`src/rtl/whack_round_scheduler.sv`:
```
`default_nettype none
// ============================================================================
// Module      : whack_round_scheduler
// Description : Game session controller for whack-a-mole. Sequences start,
//               pattern request, timed rounds, hit/miss judgement, lives,
//               saturating score and high-score capture.
// Revision    : 1.0 - initial release
// ============================================================================
module whack_round_scheduler #(
  parameter int TICK_DIV   = 1000,
  parameter int ROUND_BASE = 5,
  parameter int GAP_TICKS  = 2,
  parameter int LIVES      = 3
) (
  input  logic       clk,
  input  logic       rst,
  input  logic       i_start,
  input  logic [6:0] i_hit_btn,
  input  logic       i_pat_ack,
  input  logic [6:0] i_pat_in,
  output logic       o_pat_req,
  output logic [6:0] o_mole,
  output logic       o_round_active,
  output logic [7:0] o_score,
  output logic [7:0] o_hiscore,
  output logic [1:0] o_lives,
  output logic [1:0] o_level,
  output logic       o_game_over,
  output logic       o_hit_pulse,
  output logic       o_miss_pulse
);

  localparam int c_PRESC_W = $clog2(TICK_DIV);
  localparam int c_RCNT_W  = $clog2(ROUND_BASE + 1);
  localparam int c_GCNT_W  = $clog2(GAP_TICKS + 1);

  localparam logic [c_PRESC_W-1:0] c_PRESC_MAX = c_PRESC_W'(TICK_DIV - 1);
  localparam logic [c_PRESC_W-1:0] c_PRESC_ONE = c_PRESC_W'(1);
  localparam logic [c_RCNT_W-1:0]  c_RBASE     = c_RCNT_W'(ROUND_BASE);
  localparam logic [c_RCNT_W-1:0]  c_RCNT_ONE  = c_RCNT_W'(1);
  localparam logic [c_GCNT_W-1:0]  c_GAP       = c_GCNT_W'(GAP_TICKS);
  localparam logic [c_GCNT_W-1:0]  c_GCNT_ONE  = c_GCNT_W'(1);
  localparam logic [1:0]           c_LIVES     = 2'(LIVES);

  typedef enum logic [2:0] {
    S_IDLE = 3'd0,
    S_REQ  = 3'd1,
    S_SHOW = 3'd2,
    S_GAP  = 3'd3,
    S_OVER = 3'd4
  } state_t;

  state_t               r_state, w_state_nxt;
  logic                 r_start_q, r_pat_req, r_round_active, r_game_over;
  logic                 r_hit_pulse, r_miss_pulse;
  logic [6:0]           r_hit_q, r_mole;
  logic [7:0]           r_score, r_hiscore;
  logic [1:0]           r_lives, r_level;
  logic [c_RCNT_W-1:0]  r_rcnt;
  logic [c_GCNT_W-1:0]  r_gcnt;
  logic [c_PRESC_W-1:0] r_presc;

  logic                 w_pat_req_nxt, w_hit_pulse_nxt, w_miss_pulse_nxt, w_miss;
  logic [6:0]           w_mole_nxt, w_hit_new;
  logic [7:0]           w_score_nxt, w_hiscore_nxt;
  logic [1:0]           w_lives_nxt;
  logic [c_RCNT_W-1:0]  w_rcnt_nxt;
  logic [c_GCNT_W-1:0]  w_gcnt_nxt;
  logic [c_PRESC_W-1:0] w_presc_nxt;
  logic                 w_start_edge, w_tick;

  // Difficulty bands by score.
  function automatic logic [1:0] level_of(input logic [7:0] s);
    if (s < 8'd5)       level_of = 2'd0;
    else if (s < 8'd10) level_of = 2'd1;
    else if (s < 8'd20) level_of = 2'd2;
    else                level_of = 2'd3;
  endfunction

  assign w_start_edge = i_start & ~r_start_q;
  assign w_hit_new    = i_hit_btn & ~r_hit_q;
  assign w_tick       = (r_presc == c_PRESC_MAX);

  // Next-state and next-output decode; outputs are registered below.
  always_comb begin
    w_state_nxt      = r_state;
    w_pat_req_nxt    = r_pat_req;
    w_mole_nxt       = r_mole;
    w_score_nxt      = r_score;
    w_hiscore_nxt    = r_hiscore;
    w_lives_nxt      = r_lives;
    w_hit_pulse_nxt  = 1'b0;
    w_miss_pulse_nxt = 1'b0;
    w_rcnt_nxt       = r_rcnt;
    w_gcnt_nxt       = r_gcnt;
    w_presc_nxt      = w_tick ? '0 : r_presc + c_PRESC_ONE;
    w_miss           = 1'b0;
    case (r_state)
      S_IDLE, S_OVER: begin
        if (w_start_edge) begin
          w_score_nxt   = 8'd0;
          w_lives_nxt   = c_LIVES;
          w_mole_nxt    = 7'd0;
          w_pat_req_nxt = 1'b1;
          w_state_nxt   = S_REQ;
        end
      end
      S_REQ: begin
        w_pat_req_nxt = 1'b1;
        // A zero pattern would show nothing, so such an ack is dropped.
        if (i_pat_ack && (i_pat_in != 7'd0)) begin
          w_mole_nxt    = i_pat_in;
          w_rcnt_nxt    = c_RBASE - c_RCNT_W'(r_level);
          w_presc_nxt   = '0;
          w_pat_req_nxt = 1'b0;
          w_state_nxt   = S_SHOW;
        end
      end
      S_SHOW: begin
        // Wrong press beats a simultaneous full hit.
        if ((w_hit_new & ~r_mole) != 7'd0) begin
          w_miss = 1'b1;
        end else if ((i_hit_btn & r_mole) == r_mole) begin
          w_score_nxt     = (r_score == 8'hFF) ? r_score : r_score + 8'd1;
          w_hit_pulse_nxt = 1'b1;
          w_mole_nxt      = 7'd0;
          w_gcnt_nxt      = c_GAP;
          w_presc_nxt     = '0;
          w_state_nxt     = S_GAP;
        end else if (w_tick) begin
          if (r_rcnt == c_RCNT_ONE) w_miss = 1'b1;
          else                      w_rcnt_nxt = r_rcnt - c_RCNT_ONE;
        end
        if (w_miss) begin
          w_lives_nxt      = r_lives - 2'd1;
          w_miss_pulse_nxt = 1'b1;
          w_mole_nxt       = 7'd0;
          if (r_lives == 2'd1) begin
            w_hiscore_nxt = (r_score > r_hiscore) ? r_score : r_hiscore;
            w_state_nxt   = S_OVER;
          end else begin
            w_gcnt_nxt  = c_GAP;
            w_presc_nxt = '0;
            w_state_nxt = S_GAP;
          end
        end
      end
      S_GAP: begin
        if (w_tick && (r_gcnt != '0)) w_gcnt_nxt = r_gcnt - c_GCNT_ONE;
        // Held buttons keep the gap open so a stale press cannot score.
        if ((r_gcnt == '0) && (i_hit_btn == 7'd0)) begin
          w_pat_req_nxt = 1'b1;
          w_state_nxt   = S_REQ;
        end
      end
      default: begin
        w_pat_req_nxt = 1'b0;
        w_mole_nxt    = 7'd0;
        w_state_nxt   = S_IDLE;
      end
    endcase
  end

  // State, counters and registered outputs.
  always_ff @(posedge clk) begin
    if (rst) begin
      r_state        <= S_IDLE;
      r_start_q      <= 1'b0;
      r_hit_q        <= 7'd0;
      r_pat_req      <= 1'b0;
      r_mole         <= 7'd0;
      r_round_active <= 1'b0;
      r_score        <= 8'd0;
      r_hiscore      <= 8'd0;
      r_lives        <= 2'd0;
      r_level        <= 2'd0;
      r_game_over    <= 1'b0;
      r_hit_pulse    <= 1'b0;
      r_miss_pulse   <= 1'b0;
      r_rcnt         <= '0;
      r_gcnt         <= '0;
      r_presc        <= '0;
    end else begin
      r_state        <= w_state_nxt;
      r_start_q      <= i_start;
      r_hit_q        <= i_hit_btn;
      r_pat_req      <= w_pat_req_nxt;
      r_mole         <= w_mole_nxt;
      r_round_active <= (w_state_nxt == S_SHOW);
      r_score        <= w_score_nxt;
      r_hiscore      <= w_hiscore_nxt;
      r_lives        <= w_lives_nxt;
      r_level        <= level_of(w_score_nxt);
      r_game_over    <= (w_state_nxt == S_OVER);
      r_hit_pulse    <= w_hit_pulse_nxt;
      r_miss_pulse   <= w_miss_pulse_nxt;
      r_rcnt         <= w_rcnt_nxt;
      r_gcnt         <= w_gcnt_nxt;
      r_presc        <= w_presc_nxt;
    end
  end

  assign o_pat_req      = r_pat_req;
  assign o_mole         = r_mole;
  assign o_round_active = r_round_active;
  assign o_score        = r_score;
  assign o_hiscore      = r_hiscore;
  assign o_lives        = r_lives;
  assign o_level        = r_level;
  assign o_game_over    = r_game_over;
  assign o_hit_pulse    = r_hit_pulse;
  assign o_miss_pulse   = r_miss_pulse;

endmodule
`default_nettype wire

```
`config.mk`:
```
export PLATFORM = sky130hd
export DESIGN_NAME = whack_round_scheduler
export DESIGN_NICKNAME = d
export VERILOG_FILES = /design/src/rtl/whack_round_scheduler.sv
export SDC_FILE = /design/constraint.sdc
export NUM_CORES = 1
export LEC_CHECK = 0
export CAP_MARGIN = 20
export CORE_ASPECT_RATIO = 1.25
export CORE_MARGIN = 1
export CORE_UTILIZATION = 48
export CTS_CLUSTER_DIAMETER = 150
export DETAILED_ROUTE_END_ITERATION = 8
export PLACE_DENSITY_LB_ADDON = 0.1
export SETUP_SLACK_MARGIN = 0.4
export SLEW_MARGIN = 20
export SYNTH_ARGS = -nofsm -noshare
export SYNTH_HDL_FRONTEND = slang
export SYNTH_SLANG_ARGS = --single-unit
export TNS_END_PERCENT = 30
```
`constraint.sdc`:
```
create_clock -name clk -period 2.07 [get_ports clk]
set_input_delay 0.414 -clock clk [delete_from_list [all_inputs] [get_ports clk]]
set_output_delay 0.414 -clock clk [all_outputs]
set_load 0.01 [all_outputs]
```
==> flow_metrics.env <==
export IMPL_status="complete, but fails checks"
export IMPL_violations="setup timing"
export IMPL_cts_sinks=58
export IMPL_synth_top_cell_by_area="dfxtp_1"
export IMPL_final_area_um2=5010
export IMPL_synth_edf_count=0
export IMPL_root_buffer="clkbuf_8"
export IMPL_rsz0062_at_grt="yes"
export IMPL_grt_max_degree=17
export IMPL_crit_start="i_hit_btn[2]"
export IMPL_ys_seq_elements=58
export IMPL_via_per_inst=5.57
export IMPL_drt_pass1_iterations=4
export IMPL_ant_nets=0
export IMPL_syn_area_per_cell_um2=8.69
export IMPL_drive_gt1_share_pct=44.6
export IMPL_gp_congestion=0.923
export IMPL_synth_area_um2=3010
export IMPL_start_util_pct=50.7
export IMPL_wirelength_mm=10.2
export IMPL_drtIter0Drc=143
export IMPL_tritoncts="built"
export IMPL_via_count=3222
export IMPL_maxSlewViolCount=0
export IMPL_hp_class="in2reg"
export IMPL_synth_simple_area_share_pct=29.2
export IMPL_crit_chain="clkdlybuf4s15_1, nand2b_4, o2111ai_4, or2_4, or3_4, o311ai_4, nand2_1, and4bb_2, a31oi_1"
export IMPL_antenna_found_initial=0
export IMPL_seq_area_frac_synth_pct=38.6
export IMPL_wire_per_inst_um=17.6
export IMPL_die_y_um=90.5
export IMPL_numCtsBuffers=9
export IMPL_row_count=31
export IMPL_synth_xor_area_share_pct=2.33
export IMPL_drv_cap=0
export IMPL_drc=0
export IMPL_clk_pin_slew_worst_paths_ns=0.07
export IMPL_synth_cell_types=63
export IMPL_synth_top_family_by_area="simple AND/OR/NAND/NOR gates"
export IMPL_worst_slew_pin_slew_ns=0.499
export IMPL_ys_warnings_count=0
export IMPL_hp_start="i_pat_in[6]"
export IMPL_areaGrowthSynthToFinish_pct=66.6
export IMPL_final_hold_violation_count=0
export IMPL_worst_slack_ns=-0.180
export IMPL_crit_arrival_ns=2.48
export IMPL_grt_pass1_vias=3220
export IMPL_layout_min_cycle_time_ns=2.25
export IMPL_setup_viol=20
export IMPL_die_w_um=72.8
export IMPL_num_io_pins=50
export IMPL_power_total_mw=2.86
export IMPL_placed_area_um2=4220
export IMPL_grt_pass1_wl_mm=14.8
export IMPL_muxShareOfSynthArea_pct=3.66
export IMPL_synth_compound_area_share_pct=15.7
export IMPL_finalCritPeriodShare_pct=109
export IMPL_dieArea_um2=6590
export IMPL_n_antenna_cell=0
export IMPL_synth_ff_type="dfxtp_1"
export IMPL_leakage_nw=2.20
export IMPL_clock_latency_ns=0.35
export IMPL_syn_nets=378
export IMPL_worst_setup_path_type="in2reg"
export IMPL_layout_nets=523
export IMPL_core_um2=5930
export IMPL_ir_drop_mv=0.644
export IMPL_power_density_nw_per_um2=570
export IMPL_crit_fanout=3
export IMPL_skew_ns=0.00948
export IMPL_synth_top_area_share_pct=38.6
export IMPL_yosys_top_cells_area="dfxtp_1, ha_1, nor2_1"
export IMPL_slowest_delay_ns=0.44
export IMPL_grt_usage_pct=29.5
export IMPL_synth_most_common_cell="dfxtp_1"
export IMPL_timing_rr_start="o_mole[2]"
export IMPL_htreeDepth=3
export IMPL_ctsHoldBuffers=0
export IMPL_clockBufferDepth=2
export IMPL_worstPathRequired_ns=2.30
export IMPL_synth_fa_ha_area_share_pct=5.83
export IMPL_syn_inst=346
export IMPL_cp_start_kind="input pin"
export IMPL_synth_common_cells="dfxtp_1, nor2_1, inv_1"
export IMPL_dp_hpwl_mm=6.48
export IMPL_clock_fmax_mhz=444
export IMPL_post_place_ws_ns=-0.735
export IMPL_io_buffers=49
export IMPL_grt_overflow_total=0
export IMPL_async_flop_share_pct=0
export IMPL_endpoint_kind="register"
export IMPL_slew_headroom_pct=66.4
export IMPL_crit_path_top_delay_cell="or3_4"
final timing paths:
| kind | endpoint | slack (ns) | cells after the start |
|---|---|---|---|
| setup / recovery | o_level[1] | -0.18 | 9 |
| setup reg to reg | o_level[1] | -0.17 | 8 |
| hold reg to reg | o_lives[1] | 0.50 | 2 |
| hold / removal | o_mole[6] | 0.32 | 3 |
worst max-delay path, delay by kind of cell:
family | cells | cell delay [ns]
compound gates | 3 | 0.48
simple gates | 5 | 1.34
buf+inv | 1 | 0.24
metal layers:
metal,GRT usage [%],vias up,wire (µm)
li1,-,1519,-
met1,29.9,1539,3860
met2,53.6,124,5330
met3,5.58,40,437
met4,18.5,0,548
met5,0,-,0
power by group:
group | switching (mW) | internal (mW) | total (mW)
clock network | 0.499 | 0.465 | 0.965
registers | 0.0383 | 1.16 | 1.20
logic | 0.355 | 0.338 | 0.693
total | 0.893 | 1.96 | 2.86
state kept, by name, indices dropped and copies added, names as in the netlist:
name and count:
o_level 2, o_miss_pulse 1, o_pat_req 1, o_score 8, o_hiscore 8, r_gcnt 2
r_hit_q 7, r_rcnt 3, o_mole 7, o_lives 2, o_hit_pulse 1, r_state 3
r_presc 10, o_game_over 1, o_round_active 1, r_start_q 1
cell families after synthesis:
group	Yosys count
AND/OR/NAND/NOR	156
AO/OA/AOI/OAI	63
adder cells (fa/ha/maj)	14
multiplexers	11
flip-flops	58
buffers and inverters	36
XOR/XNOR	8
through the flow:
stage / cells / hold WS [ns] / TNS (ns) / util, %
2_1_floorplan: 346 / 0.409 / -0.488 / -
3_3_place_gp: 546 / 0.478 / -21.23 / 71.1
3_5_place_dp: 546 / 0.481 / -24.26 / 71.1
4_1_cts: 569 / 0.321 / -0.191 / 77.8
5_1_grt: 578 / 0.332 / -3.25 / 84.4
6_report: 578 / 0.324 / -1.21 / 84.4
cell type report:
type | count | area [µm²]
Tap cell | 82 | 103
Multi-Input combinational cell | 253 | 2210
Sequential cell | 58 | 1190
Clock inverter | 6 | 41.3
Fill cell | 338 | 926
Inverter | 24 | 92.6
Clock buffer | 10 | 138
Timing Repair Buffer | 145 | 1240
cell usage in the layout, fill, tap and decap left out, types with 4 or more instances in the layout:
cell and count:
nand2_1 16, clkdlybuf4s15_1 4, nand2b_1 4, nor2b_1 11
mux2i_1 11, xor2_1 4, dlymetal6s2s_1 7, dfxtp_1 42
xnor2_1 4, dlygate4sd2_1 25, inv_1 21, o21ai_0 7
nor3b_2 4, buf_4 85, nand3_1 11, nor3_1 7
dfxtp_2 13, nand2b_4 8, nand3_2 7, ha_1 12
o21ai_2 4, nor3_4 5, clkdlybuf4s50_1 10, nor2_1 35
buf_6 11, a211oi_1 4, a21oi_1 8, nand4_1 4
clkbuf_8 10, a21oi_2 11
timing repair:
item | 4_1_cts | 5_1_grt
pin swaps | 20 | 39
cloned | 1 | 0
buffers inserted | 6 | 9
resized for setup | 97 | 73
setup endpoints to repair | 75 | 56
Power figures use the tool's default switching activity.
